## src/rtl/traffic_light_monitor.sv

```systemverilog
`default_nettype none
// ============================================================================
//  Module   : traffic_light_monitor
//  Purpose  : Safety monitor on the controller's four light buses. Every clock
//             it checks encoding, cross-approach conflicts, per-light sequence
//             order, minimum yellow time and all-red stall. The first
//             violation is latched into a sticky fault report.
//  Ports    : clk             - system clock, rising edge
//             rst             - asynchronous reset, active low
//             light_M1/M2/MT/S- 3-bit light codes {red, yellow, green}
//             clr_fault       - synchronous clear of the fault report
//             fault           - sticky fault flag
//             fault_code      - code of the first latched violation
//             fault_light     - lights involved {M1, M2, MT, S}
//             violation_count - violating cycles, saturating at 255
//  Revision : 1.0 - initial release
// ============================================================================
module traffic_light_monitor #(
  parameter int MIN_YELLOW  = 3,
  parameter int MAX_ALL_RED = 5,
  parameter int CNT_W       = 8
) (
  input  logic       clk,
  input  logic       rst,
  input  logic [2:0] light_M1,
  input  logic [2:0] light_M2,
  input  logic [2:0] light_MT,
  input  logic [2:0] light_S,
  input  logic       clr_fault,
  output logic       fault,
  output logic [2:0] fault_code,
  output logic [3:0] fault_light,
  output logic [7:0] violation_count
);

  localparam logic [2:0] C_RED = 3'b100;
  localparam logic [2:0] C_YEL = 3'b010;
  localparam logic [2:0] C_GRN = 3'b001;

  localparam logic [2:0] C_CODE_ENC   = 3'd1;
  localparam logic [2:0] C_CODE_CONF  = 3'd2;
  localparam logic [2:0] C_CODE_SEQ   = 3'd3;
  localparam logic [2:0] C_CODE_SHORT = 3'd4;
  localparam logic [2:0] C_CODE_STALL = 3'd5;

  localparam logic [CNT_W-1:0] C_MIN_YEL = CNT_W'(MIN_YELLOW);
  localparam logic [CNT_W-1:0] C_MAX_RED = CNT_W'(MAX_ALL_RED);

  // Index 3 = M1, 2 = M2, 1 = MT, 0 = S, matching fault_light bit order.
  logic [3:0][2:0]       cur;
  logic [3:0][2:0]       prev;
  logic [3:0][CNT_W-1:0] ycnt;
  logic [CNT_W-1:0]      red_cnt;
  logic                  primed;

  logic [3:0] valid;
  logic [3:0] not_red;
  logic [3:0] is_red;
  logic [3:0] enc_err;
  logic [3:0] seq_err;
  logic [3:0] short_err;
  logic [3:0] conf_light;
  logic       all_red;
  logic       stall;
  logic       any_viol;
  logic [2:0] win_code;
  logic [3:0] win_light;

  assign cur = {light_M1, light_M2, light_MT, light_S};

  always_comb begin
    valid      = '0;
    not_red    = '0;
    is_red     = '0;
    enc_err    = '0;
    seq_err    = '0;
    short_err  = '0;
    conf_light = '0;
    win_code   = '0;
    win_light  = '0;

    for (int i = 0; i < 4; i++) begin
      valid[i]   = (cur[i] == C_RED) || (cur[i] == C_YEL) || (cur[i] == C_GRN);
      enc_err[i] = !valid[i];
      is_red[i]  = (cur[i] == C_RED);
      not_red[i] = valid[i] && !is_red[i];
      // prev only ever holds legal codes, so no validity check on it.
      seq_err[i] = primed && valid[i] &&
                   (((prev[i] == C_RED) && (cur[i] == C_YEL)) ||
                    ((prev[i] == C_GRN) && (cur[i] == C_RED)) ||
                    ((prev[i] == C_YEL) && (cur[i] == C_GRN)));
      short_err[i] = primed && (prev[i] == C_YEL) && is_red[i] &&
                     (ycnt[i] < C_MIN_YEL);
    end

    // Side road against any main light, then turn against opposing main.
    if (not_red[0] && (|not_red[3:1]))
      conf_light = conf_light | {not_red[3:1], 1'b1};
    if (not_red[1] && not_red[2])
      conf_light = conf_light | 4'b0110;

    all_red = &is_red;
    // Fires only on the sample that pushes the run past the limit; the
    // saturation guard keeps it from re-firing while the counter is pinned.
    stall   = all_red && (red_cnt == C_MAX_RED) && (red_cnt != '1);

    // Lowest code wins.
    if (|enc_err) begin
      win_code  = C_CODE_ENC;
      win_light = enc_err;
    end else if (|conf_light) begin
      win_code  = C_CODE_CONF;
      win_light = conf_light;
    end else if (|seq_err) begin
      win_code  = C_CODE_SEQ;
      win_light = seq_err;
    end else if (|short_err) begin
      win_code  = C_CODE_SHORT;
      win_light = short_err;
    end else if (stall) begin
      win_code  = C_CODE_STALL;
      win_light = 4'b1111;
    end

    any_viol = (win_code != 3'd0);
  end

  // History, run counters and prime flag are unaffected by clr_fault.
  always_ff @(posedge clk or negedge rst) begin
    if (!rst) begin
      primed  <= 1'b0;
      red_cnt <= '0;
      for (int i = 0; i < 4; i++) begin
        prev[i] <= C_RED;
        ycnt[i] <= '0;
      end
    end else begin
      primed  <= 1'b1;
      red_cnt <= all_red ? ((red_cnt == '1) ? red_cnt : red_cnt + 1'b1) : '0;
      for (int i = 0; i < 4; i++) begin
        if (valid[i])
          prev[i] <= cur[i];
        if (cur[i] == C_YEL)
          ycnt[i] <= (ycnt[i] == '1) ? ycnt[i] : ycnt[i] + 1'b1;
        else
          ycnt[i] <= '0;
      end
    end
  end

  // Fault report. A clear in the same cycle as a violation clears first and
  // then latches the new violation.
  always_ff @(posedge clk or negedge rst) begin
    if (!rst) begin
      fault           <= 1'b0;
      fault_code      <= '0;
      fault_light     <= '0;
      violation_count <= '0;
    end else if (clr_fault) begin
      fault           <= any_viol;
      fault_code      <= win_code;
      fault_light     <= win_light;
      violation_count <= any_viol ? 8'd1 : 8'd0;
    end else begin
      if (any_viol && !fault) begin
        fault       <= 1'b1;
        fault_code  <= win_code;
        fault_light <= win_light;
      end
      if (any_viol && (violation_count != 8'hFF))
        violation_count <= violation_count + 8'd1;
    end
  end

endmodule
`default_nettype wire

```

## config.mk

```make
export PLATFORM = sky130hd
export DESIGN_NAME = traffic_light_monitor
export DESIGN_NICKNAME = d
export VERILOG_FILES = /design/src/rtl/traffic_light_monitor.sv
export SDC_FILE = /design/constraint.sdc
export NUM_CORES = 1
export LEC_CHECK = 0
export CORE_AREA = 2 2 111 113
export DETAILED_ROUTE_END_ITERATION = 10
export DIE_AREA = 0 0 113 115
export DONT_BUFFER_PORTS = 1
export SETUP_SLACK_MARGIN = 0.3
export SLEW_MARGIN = 20
export SYNTH_ARGS = -nofsm -noshare
export SYNTH_HDL_FRONTEND = slang
export SYNTH_SLANG_ARGS = --single-unit
```

## constraint.sdc

```tcl
create_clock -name clk -period 7.1 [get_ports clk]
set_input_delay 1.065 -clock clk [delete_from_list [all_inputs] [get_ports clk]]
set_output_delay 1.065 -clock clk [all_outputs]
set_load 0.02 [all_outputs]
```

==> impl_metrics.py, run 1 <==
metrics = {
    "status": {
        "outcome": "finished with violations",
        "violations": "DRC",
    },
    "cts": {
        "cts-root-buf": "clkbuf_16",
        "cts_buffer_depth": 2,
        "insertion_delay_ns": 0.33,
        "cts_resized": 0,
        "cts-buffers-inserted": 9,
        "clock-sinks": 69,
        "cts_setup_buffers": 0,
        "cts_tree": "built",
        "path_clk_slew_ns": 0.06,
        "cts_hold_buf": 0,
        "htreeDepth": 3,
    },
    "power_and_ir_drop": {
        "p_leak_nw": 1.80,
        "power_density_nw_per_um2": 216,
        "worst_ir_drop_vdd_mv": 0.114,
        "power.total_w": 0.000955,
    },
    "timing": {
        "setup_tns_ns": 0,
        "min_period_over_period_pct": 42.9,
        "slew_headroom_pct": 55.3,
        "fmaxAchievable_mhz": 328,
        "setup_viol": 0,
        "hold_viol_final": 0,
        "rsz0062_at_grt": "no",
        "slew_violations": 0,
        "min_period_ns": 3.05,
        "tightest_slew_ns": 0.661,
        "skew_ns": 0.00804,
    },
    "global_routing": {
        "grt_max_degree": 70,
        "grt_pass1_wl_um": 14800,
        "grt_overflow_total": 0,
        "antenna_found_initial": 0,
        "grtUsageTotal_pct": 14.2,
        "first_global_vias": 3022,
    },
    "critical_path": {
        "path_max_fanout": 13,
        "arrival_ns": 3.30,
        "reg2reg_from": "prev[8]",
        "rrSetupSlack_ns": 4.48,
        "critPathLaunchType": "input pin",
        "endpoint_kind": "register",
        "required_ns": 7.35,
        "path_class": "in -> reg",
        "startpoint": "light_MT[0]",
    },
    "floorplan": {
        "chipWidth_um": 113,
        "die_y_um": 115,
        "core_sq_um": 11800,
        "io_pins": 31,
        "initial_core_util_pct": 34.0,
        "die-area_sq_um": 13000,
        "rows": 40,
    },
    "routing": {
        "vias": 3320,
        "wl_per_cell_um": 14.6,
        "finalWirelength_um": 8700,
        "drc_errors": 5,
        "postRouteAntennaNets": 0,
        "viasPerCell": 5.57,
        "drtIter0Drc": 262,
        "drt_pass1_iterations": 8,
    },
    "synthesis": {
        "async_flop_share_pct": 100,
        "yosys_register_bits": 69,
        "syn_inst": 450,
        "synth_cell_type_count": 62,
        "synth_area_leader_cell": "dfrtp_1",
        "synth.cells.most_frequent": "dfrtp_1, nor2_1, nand2_1",
        "syn_avg_cell_area_sq_um": 8.93,
        "yosys_warnings": 0,
        "synthFlopType": "dfrtp_1",
        "yosys.area.top_type_share_pct": 40.5,
        "synth_nets": 472,
        "synth_seq_area_share_pct": 43.1,
        "synth_enable_flop_cells": 0,
        "yosysMostFrequentCell": "dfrtp_1",
        "synth_area_leaders": "dfrtp_1, nor2_1, o21ai_0",
        "synth_area_sq_um": 4020,
    },
    "min_path": {
        "hp-class": "in -> async",
    },
    "finish": {
        "n_fill_cell": 1185,
        "area_growth_pct": 9.94,
        "nets": 466,
        "multi_input_area_sq_um": 2140,
        "final_util_pct": 37.4,
        "drive_gt1_share_pct": 7.13,
        "regArea_sq_um": 1730,
        "diodes": 0,
        "design_area_sq_um": 4420,
    },
    "place": {
        "io_buffers": 0,
        "routabilityCongestion": 0.841,
        "dp_hpwl_um": 6180,
        "place_area_sq_um": 4120,
    },
    "job": {
        "cap_violations": 0,
    },
}
==> cell usage in the layout (no fill, tap or decap), types with 7 or more instances in the layout <==
| master | count |
|---|---|
| nor2_1 | 55 |
| xnor2_1 | 9 |
| clkbuf_16 | 9 |
| dfrtp_1 | 65 |
| nor3_1 | 11 |
| nand2_1 | 39 |
| nand4_1 | 12 |
| ha_1 | 7 |
| and3_1 | 12 |
| a31oi_1 | 11 |
| nor4_1 | 9 |
| nand3_1 | 18 |
| inv_1 | 17 |
| nor3b_1 | 11 |
| a211oi_1 | 9 |
| a21oi_1 | 19 |
| o21ai_0 | 34 |
| xor2_1 | 9 |
| mux2i_1 | 7 |
==> worst max-delay path: stages <==
cell and delay, ns:
or3b_4 0.39, or4_4 0.43, a221oi_2 0.35, nor4b_1 0.17, and3_4 0.22, or4_1 0.50
a21oi_1 0.16
==> path summary, 6_finish.rpt <==
| path | to | cells after the start |
|---|---|---|
| min in group clk | prev[5] | 2 |
| worst min-delay path | ycnt[3] | 0 |
| worst min register to register | prev[5] | 2 |
| worst max-delay path | violation_count[6] | 7 |
| worst max register to register | violation_count[6] | 7 |
| max in group asynchronous | prev[8] | 0 |
==> sequential cells by signal, summed over array words and instances (netlist names) <==
register,count
prev,12
fault_code,3
ycnt,32
primed,1
fault,1
fault_light,4
violation_count,8
red_cnt,8
==> metrics by stage <==
step | setup WS (ns) | hold slack [ns] | cells
3_5_place_dp | 3.74 | 0.484 | 580
5_1_grt | 3.95 | 0.401 | 596
4_1_cts | 4.09 | 0.411 | 596
3_3_place_gp | 3.80 | 0.481 | 580
2_1_floorplan | 3.85 | 0.462 | 450
6_report | 4.05 | 0.423 | 596
==> report_power, final <==
part	switching (W)	total, W	internal (W)
logic	0.0000367	0.0000690	0.0000323
clock network	0.000159	0.000440	0.000281
registers	0.0000315	0.000446	0.000415
total	0.000227	0.000955	0.000728
==> area by class of cell <==
type / count / share of cell area, %
Clock buffer: 12 / 5.58
Clock inverter: 4 / 1.11
Inverter: 17 / 1.45
Multi-Input combinational cell: 347 / 48.5
Sequential cell: 69 / 39.2
Tap cell: 147 / 4.17
==> routing by layer <==
layer,vias up,GRT usage [%],wire (um)
met3,7,4.22,491
li1,1654,-,-
met1,1597,18.7,4160
met2,62,22.2,3940
met4,0,5.20,105
met5,-,0,0
==> cells by family (layout without fill, tap and decap cells) <==
group,Yosys count,after routing,share of synthesized area [%]
buffers and inverters,34,33,3.58
flip-flops,69,69,43.1
other,1,1,0.0934
AND/OR/NAND/NOR,206,206,27.7
adder cells (fa/ha/maj),9,9,2.68
AO/OA/AOI/OAI,103,103,16.3
multiplexers,10,10,2.59
XOR/XNOR,18,18,3.93
(Power assumes the default switching activity.)
==> run 2: changes to the inputs <==
==> constraint.sdc (replaced) <==
create_clock -name clk -period 2.7 [get_ports clk]
set_input_delay 0.405 -clock clk [delete_from_list [all_inputs] [get_ports clk]]
set_output_delay 0.405 -clock clk [all_outputs]
set_load 0.02 [all_outputs]
==> run 2 against run 1 <==
  * The run still ends with DRC left
  * Worst hold slack lost 0.30 ns
  * Non-clock buffer count grew 13
  * Register-to-register slack lost 4.1 ns
  * Total power grew to 2.6 times the previous value
  * Final area grew 5.7%
==> impl_metrics.py, run 2 (synthesis gave the netlist of run 1 again) <==
metrics = {
    "floorplan": {
        "die_y_um": 115,
        "rows": 40,
        "io_pins": 31,
        "initial_core_util_pct": 34.0,
        "core_sq_um": 11800,
        "die-area_sq_um": 13000,
        "chipWidth_um": 113,
    },
    "routing": {
        "wl_per_cell_um": 15.1,
        "drtIter0Drc": 174,
        "top_layer_used": "met4",
        "wirelength_met1_um": 4280,
        "vias": 3394,
        "routed-wl-met3_um": 522,
        "viasPerCell": 5.57,
        "drt_pass1_iterations": 7,
        "drc_errors": 4,
        "finalWirelength_um": 9170,
        "postRouteAntennaNets": 0,
        "dr_wl_met2_um": 4230,
    },
    "timing": {
        "slew_violations": 0,
        "min_period_ns": 2.34,
        "setup_tns_ns": 0,
        "rsz0062_at_grt": "yes",
        "skew_ns": 0.00665,
        "setup_viol": 0,
        "hold_viol_final": 0,
        "fmaxAchievable_mhz": 426,
        "min_period_over_period_pct": 86.8,
    },
    "finish": {
        "drive_gt1_share_pct": 13.0,
        "reg.largest.list": "ycnt x32, prev x12",
        "regArea_sq_um": 1730,
        "multi_input_area_sq_um": 2280,
        "layout_common_cells": "dfrtp_1, nor2_1, nand2_1",
        "nets": 479,
        "layout_commonest_cell": "dfrtp_1",
        "area_growth_pct": 16.2,
        "top_register": "ycnt",
        "diodes": 0,
        "largest_register_ffs": 32,
        "design_area_sq_um": 4670,
        "n_fill_cell": 1185,
    },
    "critical_path": {
        "critPathLaunchType": "register",
        "r2r-end": "violation_count[3]",
        "path_max_fanout": 6,
        "rrSetupSlack_ns": 0.36,
        "path_class": "reg -> reg",
        "reg2reg_from": "prev[3]",
        "required_ns": 2.97,
        "reg2reg_depth": 8,
        "arrival_ns": 2.61,
        "endpoint_kind": "register",
    },
    "status": {
        "outcome": "finished with violations",
        "violations": "DRC",
    },
    "place": {
        "place_area_sq_um": 4180,
        "dp_hpwl_um": 6310,
        "io_buffers": 0,
        "routabilityCongestion": 0.847,
    },
    "global_routing": {
        "grt_overflow_total": 0,
        "grt_max_degree": 70,
        "first_global_vias": 3397,
        "antenna_found_initial": 0,
        "grt_pass1_wl_um": 16100,
        "grtUsageTotal_pct": 15.4,
    },
    "power_and_ir_drop": {
        "p_leak_nw": 1.93,
        "worst_ir_drop_vdd_mv": 0.304,
        "power_density_nw_per_um2": 537,
    },
    "cts": {
        "clock-sinks": 69,
        "path_clk_slew_ns": 0.06,
        "cts-root-buf": "clkbuf_16",
        "cts_buffer_depth": 2,
        "htreeDepth": 3,
        "insertion_delay_ns": 0.34,
        "cts-buffers-inserted": 9,
        "cts_tree": "built",
    },
    "job": {
        "cap_violations": 0,
    },
    "min_path": {
        "min_to": "violation_count[3]",
        "hp-start": "clr_fault",
        "hp-class": "in -> reg",
        "holdPathStages": 1,
    },
}
## run 2: power breakdown
part	internal [W]	leakage (nW)	switching, W
combinational	0.000112	0.888	0.000131
sequential	0.00109	0.907	0.0000841
clock	0.000669	0.137	0.000421
## run 2: per-layer routing
metal  vias up  track usage (%)
met5         -                0
met4         0             5.45
met3        14             5.11
met2        64             24.7
met1      1649             19.7
li1       1667                -
## run 2: area by class of cell
cell class	instances	share of cell area (%)
clock buffer	14	5.66
clock inverter	2	0.215
inverter	17	1.37
multi-input combinational	347	48.9
sequential	69	37.1
tap	147	3.94
timing repair buffer	13	2.79
## run 2: how the worst max path moves through the flow
stage	from	endpoint	slack, ns	cells after the start
after floorplan	light_MT[0]	violation_count[6]	0.17	8
after global placement	light_MT[1]	violation_count[6]	0.11	7
after detailed placement	light_MT[1]	violation_count[5]	0.1	7
after CTS	prev[7]	violation_count[3]	0.30	8
after global routing	prev[3]	violation_count[6]	0.22	7
final	prev[3]	violation_count[3]	0.36	8
## run 2: worst max-delay path, cell delays in order, from the launching register on
cell and delay [ns]:
dfrtp_1 0.40, inv_1 0.08, or4_4 0.52, a221oi_4 0.35
nor4b_4 0.09, and3_4 0.19, buf_2 0.15, or3_1 0.35
a21oi_1 0.14
## run 2: timing repair
action / CTS / global route
pin swaps: 3 / 5
resized for setup: 7 / 14
setup endpoints to repair: 8 / 12
endpoints found under the hold margin: 69 / 0
buffers inserted: 4 / 3
hold buffers: 2 / 0
## run 2: per-stage QoR
step                cells  setup slack (ns)  hold slack (ns)  power, W  utilization, %
global route          609             0.220            0.104   0.00264            39.5
CTS                   606             0.295            0.108   0.00253            38.6
finish                609             0.355            0.123   0.00251            39.5
detailed placement    584            0.0998            0.112   0.00138            35.4
global placement      584             0.114            0.111   0.00137            35.4
floorplan             450             0.169            0.109   0.00135               -
